--- src/rtl/adc_capture_pkg.sv ---
// Shared definitions for the ADC serial capture block: FSM states, the
// synchroniser floor and the one-hot channel rotate helper.
package adc_capture_pkg;

    typedef enum logic [1:0] {
        ST_IDLE  = 2'd0,
        ST_SHIFT = 2'd1,
        ST_DONE  = 2'd2
    } state_t;

    localparam int SYNC_STAGES_MIN = 2;
    localparam int MAX_CH          = 8;

    // Rotate a one-hot vector left by one position within the low n bits.
    function automatic logic [MAX_CH-1:0] rotate_onehot(input logic [MAX_CH-1:0] v,
                                                        input int unsigned     n);
        logic [MAX_CH-1:0] mask;
        mask = (MAX_CH'(1) << n) - MAX_CH'(1);
        return ((v << 1) & mask) | ((v >> (n - 1)) & MAX_CH'(1));
    endfunction

endpackage

--- src/rtl/adc_capture_fifo.sv ---
// Two-entry valid/ready buffer. Head is registered and held until popped;
// a push and a pop in the same cycle are both accepted even when full.
module adc_capture_fifo #(
    parameter int W = 26
) (
    input  logic         clk,
    input  logic         rstn,
    input  logic         push,
    input  logic [W-1:0] push_data,
    input  logic         pop_ready,
    output logic [W-1:0] head,
    output logic         head_valid,
    output logic         full
);

    logic [W-1:0] tail;
    logic         tail_valid;
    logic         pop;

    assign pop  = head_valid & pop_ready;
    assign full = head_valid & tail_valid;

    always_ff @(posedge clk or negedge rstn) begin
        if (!rstn) begin
            head       <= '0;
            tail       <= '0;
            head_valid <= 1'b0;
            tail_valid <= 1'b0;
        end else if (pop) begin
            if (tail_valid) begin
                head <= tail;
                if (push) tail <= push_data;
                else      tail_valid <= 1'b0;
            end else begin
                if (push) head <= push_data;
                else      head_valid <= 1'b0;
            end
        end else if (push) begin
            if (!head_valid) begin
                head       <= push_data;
                head_valid <= 1'b1;
            end else if (!tail_valid) begin
                tail       <= push_data;
                tail_valid <= 1'b1;
            end
        end
    end

endmodule

--- src/rtl/adc_capture_mux.sv ---
// Multi-channel ADC serial receiver: oversamples drdyn/dclk/dout, deserialises
// one word per frame and tags it with the round-robin channel. Optional
// mid-frame dclk watchdog enabled by ADC_CAPTURE_TIMEOUT_EN.
module adc_capture_mux
    import adc_capture_pkg::*;
#(
    parameter  int NUM_CH      = 2,
    parameter  int DATA_W      = 24,
    parameter  int SYNC_STAGES = 2,
    parameter  int TIMEOUT     = 1023,
    localparam int CH_W        = $clog2(NUM_CH)
) (
    input  logic              clk,
    input  logic              rstn,
    input  logic              drdyn,
    input  logic              dclk,
    input  logic              dout,
    output logic [NUM_CH-1:0] sel,
    output logic [DATA_W-1:0] data,
    output logic [CH_W-1:0]   data_ch,
    output logic              data_valid,
    input  logic              data_ready,
    output logic              frame_err,
    output logic              ovr,
    input  logic              ovr_clr
);

    localparam int SYNC_N = (SYNC_STAGES < SYNC_STAGES_MIN) ? SYNC_STAGES_MIN : SYNC_STAGES;
    localparam int CNT_W  = $clog2(DATA_W + 1);

    logic [SYNC_N-1:0]      drdyn_sync, dclk_sync, dout_sync;
    logic                   drdyn_s, dclk_s, dout_s;
    logic                   drdyn_prev, dclk_prev;
    logic                   drdyn_fall, dclk_rise;
    state_t                 state;
    logic [DATA_W-1:0]      shreg;
    logic [CNT_W-1:0]       bit_cnt;
    logic [CH_W-1:0]        tag, sel_idx;
    logic [NUM_CH-1:0]      sel_next;
    logic                   timed_out, full, pop, push, overrun;
    logic [DATA_W+CH_W-1:0] head;

    assign drdyn_s    = drdyn_sync[SYNC_N-1];
    assign dclk_s     = dclk_sync[SYNC_N-1];
    assign dout_s     = dout_sync[SYNC_N-1];
    assign drdyn_fall = drdyn_prev & ~drdyn_s;
    assign dclk_rise  = dclk_s & ~dclk_prev;

    // Idle levels: drdyn deasserted (high), dclk/dout low.
    always_ff @(posedge clk or negedge rstn) begin
        if (!rstn) begin
            drdyn_sync <= '1;
            dclk_sync  <= '0;
            dout_sync  <= '0;
            drdyn_prev <= 1'b1;
            dclk_prev  <= 1'b0;
        end else begin
            drdyn_sync <= {drdyn_sync[SYNC_N-2:0], drdyn};
            dclk_sync  <= {dclk_sync[SYNC_N-2:0], dclk};
            dout_sync  <= {dout_sync[SYNC_N-2:0], dout};
            drdyn_prev <= drdyn_s;
            dclk_prev  <= dclk_s;
        end
    end

    always_comb begin
        sel_idx = '0;
        for (int i = 0; i < NUM_CH; i++) begin
            if (sel[i]) sel_idx = CH_W'(i);
        end
    end

    assign sel_next = NUM_CH'(rotate_onehot(MAX_CH'(sel), NUM_CH));

`ifdef ADC_CAPTURE_TIMEOUT_EN
    localparam int WD_W = $clog2(TIMEOUT + 1);
    logic [WD_W-1:0] wd;

    // Watchdog restarts on every dclk rising edge and only runs mid-frame.
    always_ff @(posedge clk or negedge rstn) begin
        if (!rstn)                              wd <= '0;
        else if (state != ST_SHIFT || dclk_rise) wd <= '0;
        else if (!timed_out)                    wd <= wd + WD_W'(1);
    end

    assign timed_out = (state == ST_SHIFT) && (wd == WD_W'(TIMEOUT - 1));
`else
    assign timed_out = 1'b0;
`endif

    // A full buffer only drops the word when the consumer is not popping this cycle.
    assign pop     = data_valid & data_ready;
    assign overrun = (state == ST_DONE) && full && !pop;
    assign push    = (state == ST_DONE) && !overrun;

    always_ff @(posedge clk or negedge rstn) begin
        if (!rstn) begin
            state     <= ST_IDLE;
            shreg     <= '0;
            bit_cnt   <= '0;
            tag       <= '0;
            sel       <= NUM_CH'(1);
            frame_err <= 1'b0;
            ovr       <= 1'b0;
        end else begin
            frame_err <= 1'b0;
            if (overrun)      ovr <= 1'b1;
            else if (ovr_clr) ovr <= 1'b0;
            case (state)
                ST_IDLE: begin
                    if (drdyn_fall) begin
                        state   <= ST_SHIFT;
                        bit_cnt <= '0;
                        tag     <= sel_idx;
                    end
                end
                ST_SHIFT: begin
                    if (dclk_rise) begin
                        shreg   <= {shreg[DATA_W-2:0], dout_s};
                        bit_cnt <= bit_cnt + CNT_W'(1);
                        if (bit_cnt == CNT_W'(DATA_W - 1)) state <= ST_DONE;
                    end else if (drdyn_s || timed_out) begin
                        state     <= ST_IDLE;
                        frame_err <= 1'b1;
                    end
                end
                ST_DONE: begin
                    state <= ST_IDLE;
                    sel   <= sel_next;
                end
                default: state <= ST_IDLE;
            endcase
        end
    end

    adc_capture_fifo #(.W(DATA_W + CH_W)) u_fifo (
        .clk        (clk),
        .rstn       (rstn),
        .push       (push),
        .push_data  ({shreg, tag}),
        .pop_ready  (data_ready),
        .head       (head),
        .head_valid (data_valid),
        .full       (full)
    );

    assign data    = head[DATA_W+CH_W-1:CH_W];
    assign data_ch = head[CH_W-1:0];

endmodule
--- config.mk ---
export PLATFORM = sky130hd
export DESIGN_NAME = adc_capture_mux
export DESIGN_NICKNAME = d
export VERILOG_FILES = /design/src/rtl/adc_capture_pkg.sv /design/src/rtl/adc_capture_fifo.sv /design/src/rtl/adc_capture_mux.sv
export SDC_FILE = /design/constraint.sdc
export NUM_CORES = 1
export LEC_CHECK = 0
export ABC_AREA = 1
export CORE_MARGIN = 2
export CORE_UTILIZATION = 45
export DETAILED_ROUTE_END_ITERATION = 8
export PLACE_DENSITY = 0.76
export SLEW_MARGIN = 20
export SYNTH_ARGS = -nofsm -noshare
export SYNTH_HDL_FRONTEND = slang
export SYNTH_SLANG_ARGS = --single-unit
--- constraint.sdc ---
create_clock -name clk -period 1.7 [get_ports clk]
set_input_delay 0.425 -clock clk [delete_from_list [all_inputs] [get_ports clk]]
set_output_delay 0.425 -clock clk [all_outputs]
set_load 0.02 [all_outputs]
**After elaboration in Yosys (flattened, before gate mapping)**

Cells that the tools add are included.

- Register bits: 96
- Bits of input ports: 7
- Logic and storage cells: 89

- $add $sub $neg: 1
- Eq/ne operators: 13
- Mux-type cells: 33
- Bitwise logic cells: 7
- Reductions and logical operators: 19

Operators by type and width:

| cell | number |
|---|---|
| $mux W25 | 10 |
| $mux W1 | 15 |
| $ne A2 B2 Y1 const B | 7 |
| $reduce_and A3 Y1 | 4 |
| $mux W5 | 2 |
| $pmux W5 S2 | 1 |
| $reduce_bool A2 Y1 | 5 |
| $mux W2 | 4 |
| $ne A3 B3 Y1 const B | 2 |
| $reduce_and A2 Y1 | 3 |
| $add A5 B1 Y5 const B | 1 |
| $eq A5 B5 Y1 const B | 1 |
| $reduce_and A5 Y1 | 1 |
| $and A1 B1 Y1 | 4 |
| $pmux W2 S2 | 1 |
| $logic_and A1 B1 Y1 | 3 |
| $eq A2 B1 Y1 const B | 1 |
| $eq A2 B2 Y1 const B | 1 |
| $logic_not A1 Y1 | 2 |
| $logic_not A2 Y1 | 1 |
| $ne A2 B1 Y1 const B | 1 |
| $not A1 Y1 | 2 |
| $or A2 B1 Y2 | 1 |

**Depth between registers and ports, before layout**

Gate-level depths: netlist (run 1).

- Depth in word-level cells: 8
- Mapped depth: 8
- Depth with buffers taken out: 7

**By module**

From an unflattened synthesis (run 1), not the netlist that was laid out.

- Cell total of the unflattened synthesis: 499
- Area total of the unflattened synthesis: 4162.7 um^2

Modules (own cells, without submodules):

| module | instances | cells each | area an instance (um^2) |
|---|---|---|---|
| adc_capture_fifo | 1 | 310 | 2396.0 |
| adc_capture_mux | 1 | 189 | 1766.7 |

**Least setup slack after synthesis (run 1)**

OpenSTA, ideal clock, no wires.

- Kind: register -> register
- Start: register u_fifo.head_valid
- End: register u_fifo.head[10]
- Setup time: 0.116 ns
- Arrival: 1.194 ns
- Data required time: 1.584 ns
- Slack: 0.390 ns
- Stages on the path, launching flop included: 8
- Path buffers: 1
- Period minus slack after synthesis: 1.310 ns
- Path through: dfrtp_1 -> nand2_2 -> inv_4 -> o21ai_4 -> inv_2 -> buf_6 -> nand2_1 -> nand2_1

- Word-level cells in the longest chain between the ends: 7

RTL lines:

| element | RTL line | text |
|---|---|---|
| from (decl) | adc_capture_fifo.sv:12 | `output logic head_valid,` |
| from (signal assigned) | adc_capture_fifo.sv:27 | `head_valid <= 1'b0;` |
| from (signal assigned) | adc_capture_fifo.sv:36 | `else head_valid <= 1'b0;` |
| from (signal assigned) | adc_capture_fifo.sv:41 | `head_valid <= 1'b1;` |
| $and A1 B1 Y1, on equally long branches | adc_capture_fifo.sv:21, adc_capture_fifo.sv:20, adc_capture_mux.sv:92 |  |
| $logic_and A1 B1 Y1 or $logic_not A1 Y1 (tied branches) | adc_capture_mux.sv:93 | `assign overrun = (state == ST_DONE) && full && !pop;` |
| $logic_and A1 B1 Y1 | adc_capture_mux.sv:93 |  |
| $logic_not A1 Y1 | adc_capture_mux.sv:94 | `assign push = (state == ST_DONE) && !overrun;` |
| $logic_and A1 B1 Y1 | adc_capture_mux.sv:94 |  |
| $reduce_bool A2 Y1 (no source line) | - |  |
| $reduce_and A3 Y1 (no source line) | - |  |
| to (signal assigned) | adc_capture_fifo.sv:31 | `head <= tail;` |
| to (signal assigned) | adc_capture_fifo.sv:35 | `if (push) head <= push_data;` |
| to (signal assigned) | adc_capture_fifo.sv:40 | `head <= push_data;` |
| to (decl) | adc_capture_fifo.sv:11 | `output logic [W-1:0] head,` |

Several ways; a longest one is shown, not always the timed one.
A chain may end at the register's enable or synchronous reset.

**Final worst setup path (run 1)**

- Start: register sel[0]
- End: output port sel[0]

RTL lines:

| element | RTL line | text |
|---|---|---|
| from (decl) | adc_capture_mux.sv:18 | `output logic [NUM_CH-1:0] sel,` |
| from (signal assigned) | adc_capture_mux.sv:129 | `sel <= sel_next;` |

No word-level cell between the ends.

==> results.tsv, run 1 <==
stage	metric	value	unit
floorplan	I/O pin cnt	37	
routing	routed len/inst	12.68	um
place	routability cong.	0.7709	
layout	Antenna Cells	0	
clock_network	Root Driver	clkbuf_8	
layout	share of cells above drive strength 1	9.037	%
floorplan	initial core utilization	46.35	%
synth	Syn Nets	475	
synth	sequential-to-total area share from yosys stat	59.84	%
synth	Yosys top cell by area	dfrtp_1	
global_route	largest net degree at the start of global routing	51	
place	Port Buffers	36	
global_route	grt total ovfl	0	
global_route	initial antenna violation count	0	
sta	fmax	618.3	MHz
power	pwr/cell area	1076	nW/um^2
worst_setup_path	critical path cell sequence	clkdlybuf4s15_1	
status	outcome	completed	
routing	drt total wl	7823	um
sta	unrepaired setup endpoints after global routing	no	
sta	Slew Viols, Final	0	
global_route	Global Route Usage Sum	17.50	%
layout	Final Cell Area	4765	um^2
layout	Fillers	804	
flow_run	maxcap violations	0	
clock_network	Clock transition at path regs	90	ps
worst_setup_path	CP Buf/Inv Count	1	
clock_network	clock buffer count from CTS	9	
power	leakage power	2.496	nW
sta	Final Hold Viols	0	
synth	area of the mapped netlist	4023	um^2
worst_setup_path	FF-to-FF path depth	6	
routing	DRT antenna net count	0	
synth	Ys Warns	0	
synth	Avg Cell Area, Syn	8.614	um^2
sta	Slew HR	70.34	%
synth	Synth top area share	57.23	%
sta	Final Cycle Share	95.14	%
synth	Post-Syn Instances	467	
power	Worst VDD drop	0.4530	mV
layout	Core Util, Final	54.90	%
floorplan	Die Wd	98.55	um
global_route	first-pass GRT wire length	13810	um
floorplan	row cnt	34	
sta	Final Skew	10.58	ps
synth	Yosys reg bits	96	
worst_hold_path	Hold Crit Class	reg -> reg	
floorplan	core area	8678	um^2
routing	Initial DRC Count	156	
worst_setup_path	slowest CP cell	dfstp_2	
worst_hold_path	hold depth	0	
worst_setup_path	worst stage delay on the critical path	550	ps
clock_network	CTS Sinks	96	
sta	Slew @ Worst Pin	444.2	ps
worst_setup_path	CP endpoint kind	output pin	
global_route	via count of the first global-routing pass	3042	
clock_network	# H-tree levels	3	
sta	final setup fails	0	
routing	vias per cell	4.925	
floorplan	Total Die Area	9711	um^2
place	Final HPWL DP	5043	um
clock_network	latest clock arrival within the worst-skew pair	360	ps
synth	Area contributors post-synth	dfrtp_1 (57%), nand2_1 (18%), o21ai_0 (5.0%), nand3_1 (4.1%), inv_1 (3.6%)	
worst_setup_path	instance count on the critical path	1	
clock_network	CTS tree	done	
floorplan	die height	98.55	um
sta	post-layout min period	1617	ps
layout	Final #Nets	513	
clock_network	Clock Path Buffers	2	
sta	setup TNS	0	ps
synth	Synth cell types	25	
worst_setup_path	CP Data Arrival Time	1190	ps
worst_setup_path	crit path max fanout	3	
routing	via count	3039	
worst_setup_path	Top Family by Delay on Critical Path	flip-flops	
worst_setup_path	Worst setup SP type	flop	
worst_setup_path	critical path type	reg -> out	
layout	Layout area overhead	18.44	%
routing	number of iterations in the first detailed-routing pass	4	
routing	DRC Markers	0	
place	Placed Area	4549	um^2
worst_setup_path	Critical Path RT	1270	ps
==> cell usage after synthesis <==
master	number
o21ai_1	16
a21oi_1	3
dfstp_2	4
nor2_4	1
inv_1	39
nand3_2	1
clkbuf_1	5
ha_1	1
buf_4	1
nor3_1	1
nor2_1	7
o21ai_0	40
buf_6	4
o21ai_4	1
nand3_1	33
nand2_2	4
inv_4	1
clkbuf_2	1
inv_2	4
dfrtp_1	92
buf_2	11
nor2_2	2
nand2_1	193
a31oi_1	1
nand4_1	1
==> layer usage <==
metal	part of all wire [%]	vias up	wire (um)	track usage, %
met5	0	-	0	0
met4	1.5	0	114	6.955
met3	3.1	10	242	4.113
met2	48	44	3737	28.36
met1	48	1452	3729	22.90
li1	-	1533	-	-
==> flip-flops by register name, indices dropped and copies added, names as in the netlist <==
register           cells
ovr                    1
tag                    1
state                  2
drdyn_sync             2
dout_sync              2
u_fifo.head_valid      1
drdyn_prev             1
frame_err              1
sel                    2
u_fifo.tail           25
u_fifo.tail_valid      1
u_fifo.head           25
dclk_prev              1
shreg                 24
bit_cnt                5
dclk_sync              2
==> cells in the final DEF, fill, tap and decap left out <==
master / count
nor3_1: 1
nand2_1: 193
o21ai_0: 40
dlygate4sd2_1: 29
o21ai_4: 1
bufinv_16: 3
nand2_2: 4
a21oi_1: 3
a31oi_1: 1
nand3_2: 1
clkbuf_8: 10
nor2_1: 7
buf_4: 7
buf_12: 6
clkdlybuf4s15_1: 1
dfrtp_1: 92
dlygate4sd3_1: 1
o21ai_1: 16
nand4_1: 1
clkdlybuf4s50_1: 5
inv_2: 4
dfstp_2: 4
nand3_1: 33
clkinv_2: 1
inv_4: 1
nor2_4: 1
inv_1: 39
nor2_2: 2
ha_1: 1
inv_6: 1
==> power breakdown <==
group          total (mW)  leakage, nW  internal (mW)  switching (mW)
Sequential           2.61         1.30           2.47           0.140
Combinational       0.741         1.07          0.259           0.483
Clock                1.78        0.123           1.01           0.763
==> final timing paths <==
path                                        to  slack, ps         startpoint
worst max-delay path                    sel[0]         80             sel[0]
worst min-delay path              dout_sync[1]        350       dout_sync[0]
worst max register to register  u_fifo.head[7]        290  u_fifo.head_valid
worst min register to register    dout_sync[1]        350       dout_sync[0]
max in group asynchronous            shreg[15]        580               rstn
min in group asynchronous       u_fifo.tail[2]        530               rstn
==> metrics by stage <==
step / total power [mW] / std cells / setup WS, ps / hold slack (ps)
6_report: 5.126 / 617 / 82.59 / 353.6
5_1_grt: 5.403 / 617 / 25.54 / 359.8
4_1_cts: 5.179 / 617 / 33.83 / 361.8
3_5_place_dp: 3.437 / 601 / -81.68 / 337.3
3_3_place_gp: 3.407 / 601 / -36.36 / 335.7
2_1_floorplan: 3.127 / 467 / 390.0 / 129.4
==> cell type report <==
class / count / area (um^2) / area share [%]
clock inverter: 5 / 103.9 / 2.180
multi-input combinational: 305 / 1316 / 27.63
clock buffer: 10 / 137.6 / 2.889
tap: 108 / 135.1 / 2.836
inverter: 44 / 167.7 / 3.519
sequential: 96 / 2407 / 50.53
timing repair buffer: 49 / 496.7 / 10.43
==> logic make-up (layout without fill, tap and decap cells) <==
| kind of cell | after synthesis | in the layout | share of synthesized area, % |
|---|---|---|---|
| buffers and inverters | 66 | 108 | 7.434 |
| adder cells (fa/ha/maj) | 1 | 1 | 0.3110 |
| flip-flops | 96 | 96 | 59.84 |
| AO/OA/AOI/OAI | 61 | 61 | 7.901 |
| AND/OR/NAND/NOR | 243 | 243 | 24.51 |
==> timing repair <==
item	in CTS	in global routing
setup endpoints to repair	30	1
buffers inserted	0	0
resized for setup	30	1
endpoints found under the hold margin	8	0
hold buffers	1	0
(Power assumes the default switching activity.)
==> inputs of run 2 (changes only) <==
--- a/config.mk
+++ b/config.mk
@@ -6,9 +6,11 @@
 export NUM_CORES = 1
 export LEC_CHECK = 0
 export ABC_AREA = 1
+export CORE_ASPECT_RATIO = 0.8
 export CORE_MARGIN = 2
 export CORE_UTILIZATION = 45
 export DETAILED_ROUTE_END_ITERATION = 8
+export GPL_ROUTABILITY_DRIVEN = 1
 export PLACE_DENSITY = 0.76
 export SLEW_MARGIN = 20
 export SYNTH_ARGS = -nofsm -noshare
==> run 2 against run 1 <==
  * Power shrank 2.6%
  * Register-to-register slack gained 60 ps
  * Sequential cell count is the same
  * Sequential power is essentially flat
  * Final cell count grew 0.49%
  * Largest cell class unchanged
==> results.tsv, run 2 (synthesized netlist as in run 1, its figures left out) <==
stage	metric	value	unit	change
power	Switching Share	27.98	%	+0.95 points
worst_hold_path	WHS Endpoint	dclk_sync[1]		
clock_network	postcts setup bufs	0		unchanged
place	Port Buffers	36		unchanged
routing	via count	3044		+0.16%
power	pwr/cell area	1052	nW/um^2	-2.2%
worst_hold_path	hold depth	0		unchanged
clock_network	Clock transition at path regs	90	ps	about the same
global_route	first-pass GRT wire length	13590	um	-1.6%
clock_network	Clock Path Buffers	2		unchanged
global_route	initial antenna violation count	0		unchanged
sta	Slew @ Worst Pin	432.4	ps	-11.83 ps
floorplan	Total Die Area	9716	um^2	about the same
floorplan	row cnt	30		-12%
power	Worst VDD drop	0.5765	mV	+27%
floorplan	initial core utilization	46.80	%	+0.45 points
floorplan	Die Wd	109.7	um	+11%
worst_hold_path	beginning of the worst hold path	dclk_sync[0]		
worst_setup_path	worst r2r src	state[0]		
place	dpl cells	603		+0.33%
routing	vias per cell	4.910		-0.32%
clock_network	CTS Sinks	96		unchanged
clock_network	latest clock arrival within the worst-skew pair	360	ps	about the same
worst_setup_path	critical path cell sequence	clkdlybuf4s15_1		
worst_setup_path	crit path max fanout	3		unchanged
layout	Non-Filler Instances	620		+0.49%
power	NetSw	1.397	mW	+0.85%
worst_setup_path	slowest CP cell	dfstp_2		
global_route	Global Route Usage Sum	17.78	%	+0.29 points
worst_hold_path	Hold Crit Class	reg -> reg		
floorplan	core area	8596	um^2	-0.95%
sta	final setup fails	0		unchanged
place	routability cong.	0.7740		+0.40%
layout	Final Cell Area	4748	um^2	-0.34%
worst_setup_path	CP endpoint kind	output pin		
status	outcome	completed		
sta	post-layout min period	1645	ps	+27.21 ps
layout	share of cells above drive strength 1	8.661	%	-0.38 points
worst_setup_path	Worst setup SP type	flop		
worst_setup_path	FF-to-FF path depth	5		-1
power	Internal	3.597	mW	-3.8%
sta	Hold Slack	354.2	ps	+0.6380 ps
worst_setup_path	critical path type	reg -> out		
flow_run	maxcap violations	0		unchanged
routing	number of iterations in the first detailed-routing pass	4		unchanged
routing	DRT antenna net count	0		unchanged
routing	Initial DRC Count	159		+1.9%
layout	top flop regs	u_fifo.head x25, u_fifo.tail x25, shreg x24		
floorplan	I/O pin cnt	37		unchanged
worst_setup_path	R2R Path End	u_fifo.head[11]		
worst_setup_path	CP Data Arrival Time	1220	ps	+30 ps
layout	Final #Nets	511		-0.39%
worst_setup_path	Critical Path RT	1270	ps	about the same
power	Seq pwr share	52.3	%	+1.4 points
global_route	largest net degree at the start of global routing	55		+7.8%
sta	fmax	608.0	MHz	-1.7%
clock_network	# H-tree levels	3		unchanged
sta	Slew HR	71.13	%	+0.79 points
routing	drt total wl	7548	um	-3.5%
worst_setup_path	CP Buf/Inv Count	1		unchanged
clock_network	CTS tree	done		
place	pre-CTS WS	-90.15	ps	-8.470 ps
sta	Final Skew	9.248	ps	-1.330 ps
clock_network	clock buffer count from CTS	9		unchanged
routing	routed len/inst	12.17	um	-4.0%
sta	Final WS setup	55.38	ps	-27.21 ps
layout	Antenna Cells	0		unchanged
sta	Slew Viols, Final	0		unchanged
sta	Final Cycle Share	96.74	%	+1.6 points
sta	Final Hold Viols	0		unchanged
clock_network	Root Driver	clkbuf_8		
layout	Core Util, Final	55.24	%	+0.34 points
worst_setup_path	Top Family by Delay on Critical Path	flip-flops		
worst_setup_path	slack of the worst reg-to-reg path	350	ps	+60 ps
global_route	via count of the first global-routing pass	3019		-0.76%
place	Placed Area	4552	um^2	about the same
global_route	grt total ovfl	0		unchanged
layout	Fillers	784		-2.5%
power	Comb power frac	14.7	%	+0.2 points
power	Total Power	4.994	mW	-2.6%
layout	most frequent cells in the layout	nand2_1 (193), dfrtp_1 (92), o21ai_0 (40)		
sta	unrepaired setup endpoints after global routing	no		
layout	Layout area overhead	18.04	%	
power	leakage power	2.480	nW	-0.65%
sta	setup TNS	0	ps	unchanged
power	power share of the clock group	33.0	%	-1.6 points
routing	DRC Markers	0		unchanged
worst_setup_path	worst stage delay on the critical path	560	ps	about the same
layout	most common cell after layout, fill and taps aside	nand2_1		
floorplan	die height	88.57	um	-10%
place	Final HPWL DP	4851	um	-3.8%
## run 2: layout make-up
cell class                      instances  area [um^2]  share of cell area, %
Inverter                               44        167.7                  3.531
Timing Repair Buffer                   47        494.2                  10.41
Tap cell                              112        140.1                  2.951
Multi-Input combinational cell        305         1316                  27.72
Clock inverter                          5        81.33                  1.713
Clock buffer                           11        141.4                  2.978
Sequential cell                        96         2407                  50.70
## run 2: worst max-delay path by stage
stage               depth (start not counted)              start               to
finish                                      1             sel[0]           sel[0]
CTS                                         1             sel[0]           sel[0]
floorplan                                   7  u_fifo.head_valid  u_fifo.head[10]
global route                                1             sel[0]           sel[0]
detailed placement                          7         data_ready  u_fifo.head[11]
global placement                            7         data_ready   u_fifo.head[7]
## run 2: per-layer routing
metal / routed length (um) / global-route usage (%)
met1: 3590 / 23.36
met2: 3533 / 29.57
met3: 314 / 3.461
met4: 110 / 6.674
met5: 0 / 0
## run 2: repair_timing
action                                  CTS  global route
endpoints found under the hold margin     9             0
endpoints found under the setup margin   30             0
resized for setup                        31             0
hold buffers                              1             0
## run 2: power groups by stage
stage	Combinational [mW]	Clock (mW)	Sequential (mW)
floorplan	0.434	0	2.69
global placement	0.760	0	2.65
detailed placement	0.787	0	2.66
CTS	0.753	1.69	2.61
global route	0.843	1.79	2.64
finish	0.736	1.65	2.61
==> inputs of run 3 (changes only) <==
--- a/config.mk
+++ b/config.mk
@@ -6,7 +6,6 @@
 export NUM_CORES = 1
 export LEC_CHECK = 0
 export ABC_AREA = 1
-export CORE_ASPECT_RATIO = 0.8
 export CORE_MARGIN = 2
 export CORE_UTILIZATION = 45
 export DETAILED_ROUTE_END_ITERATION = 8
==> results of run 3 <==
Same layout as run 1: the final DEF is identical, and so are final timing and power.
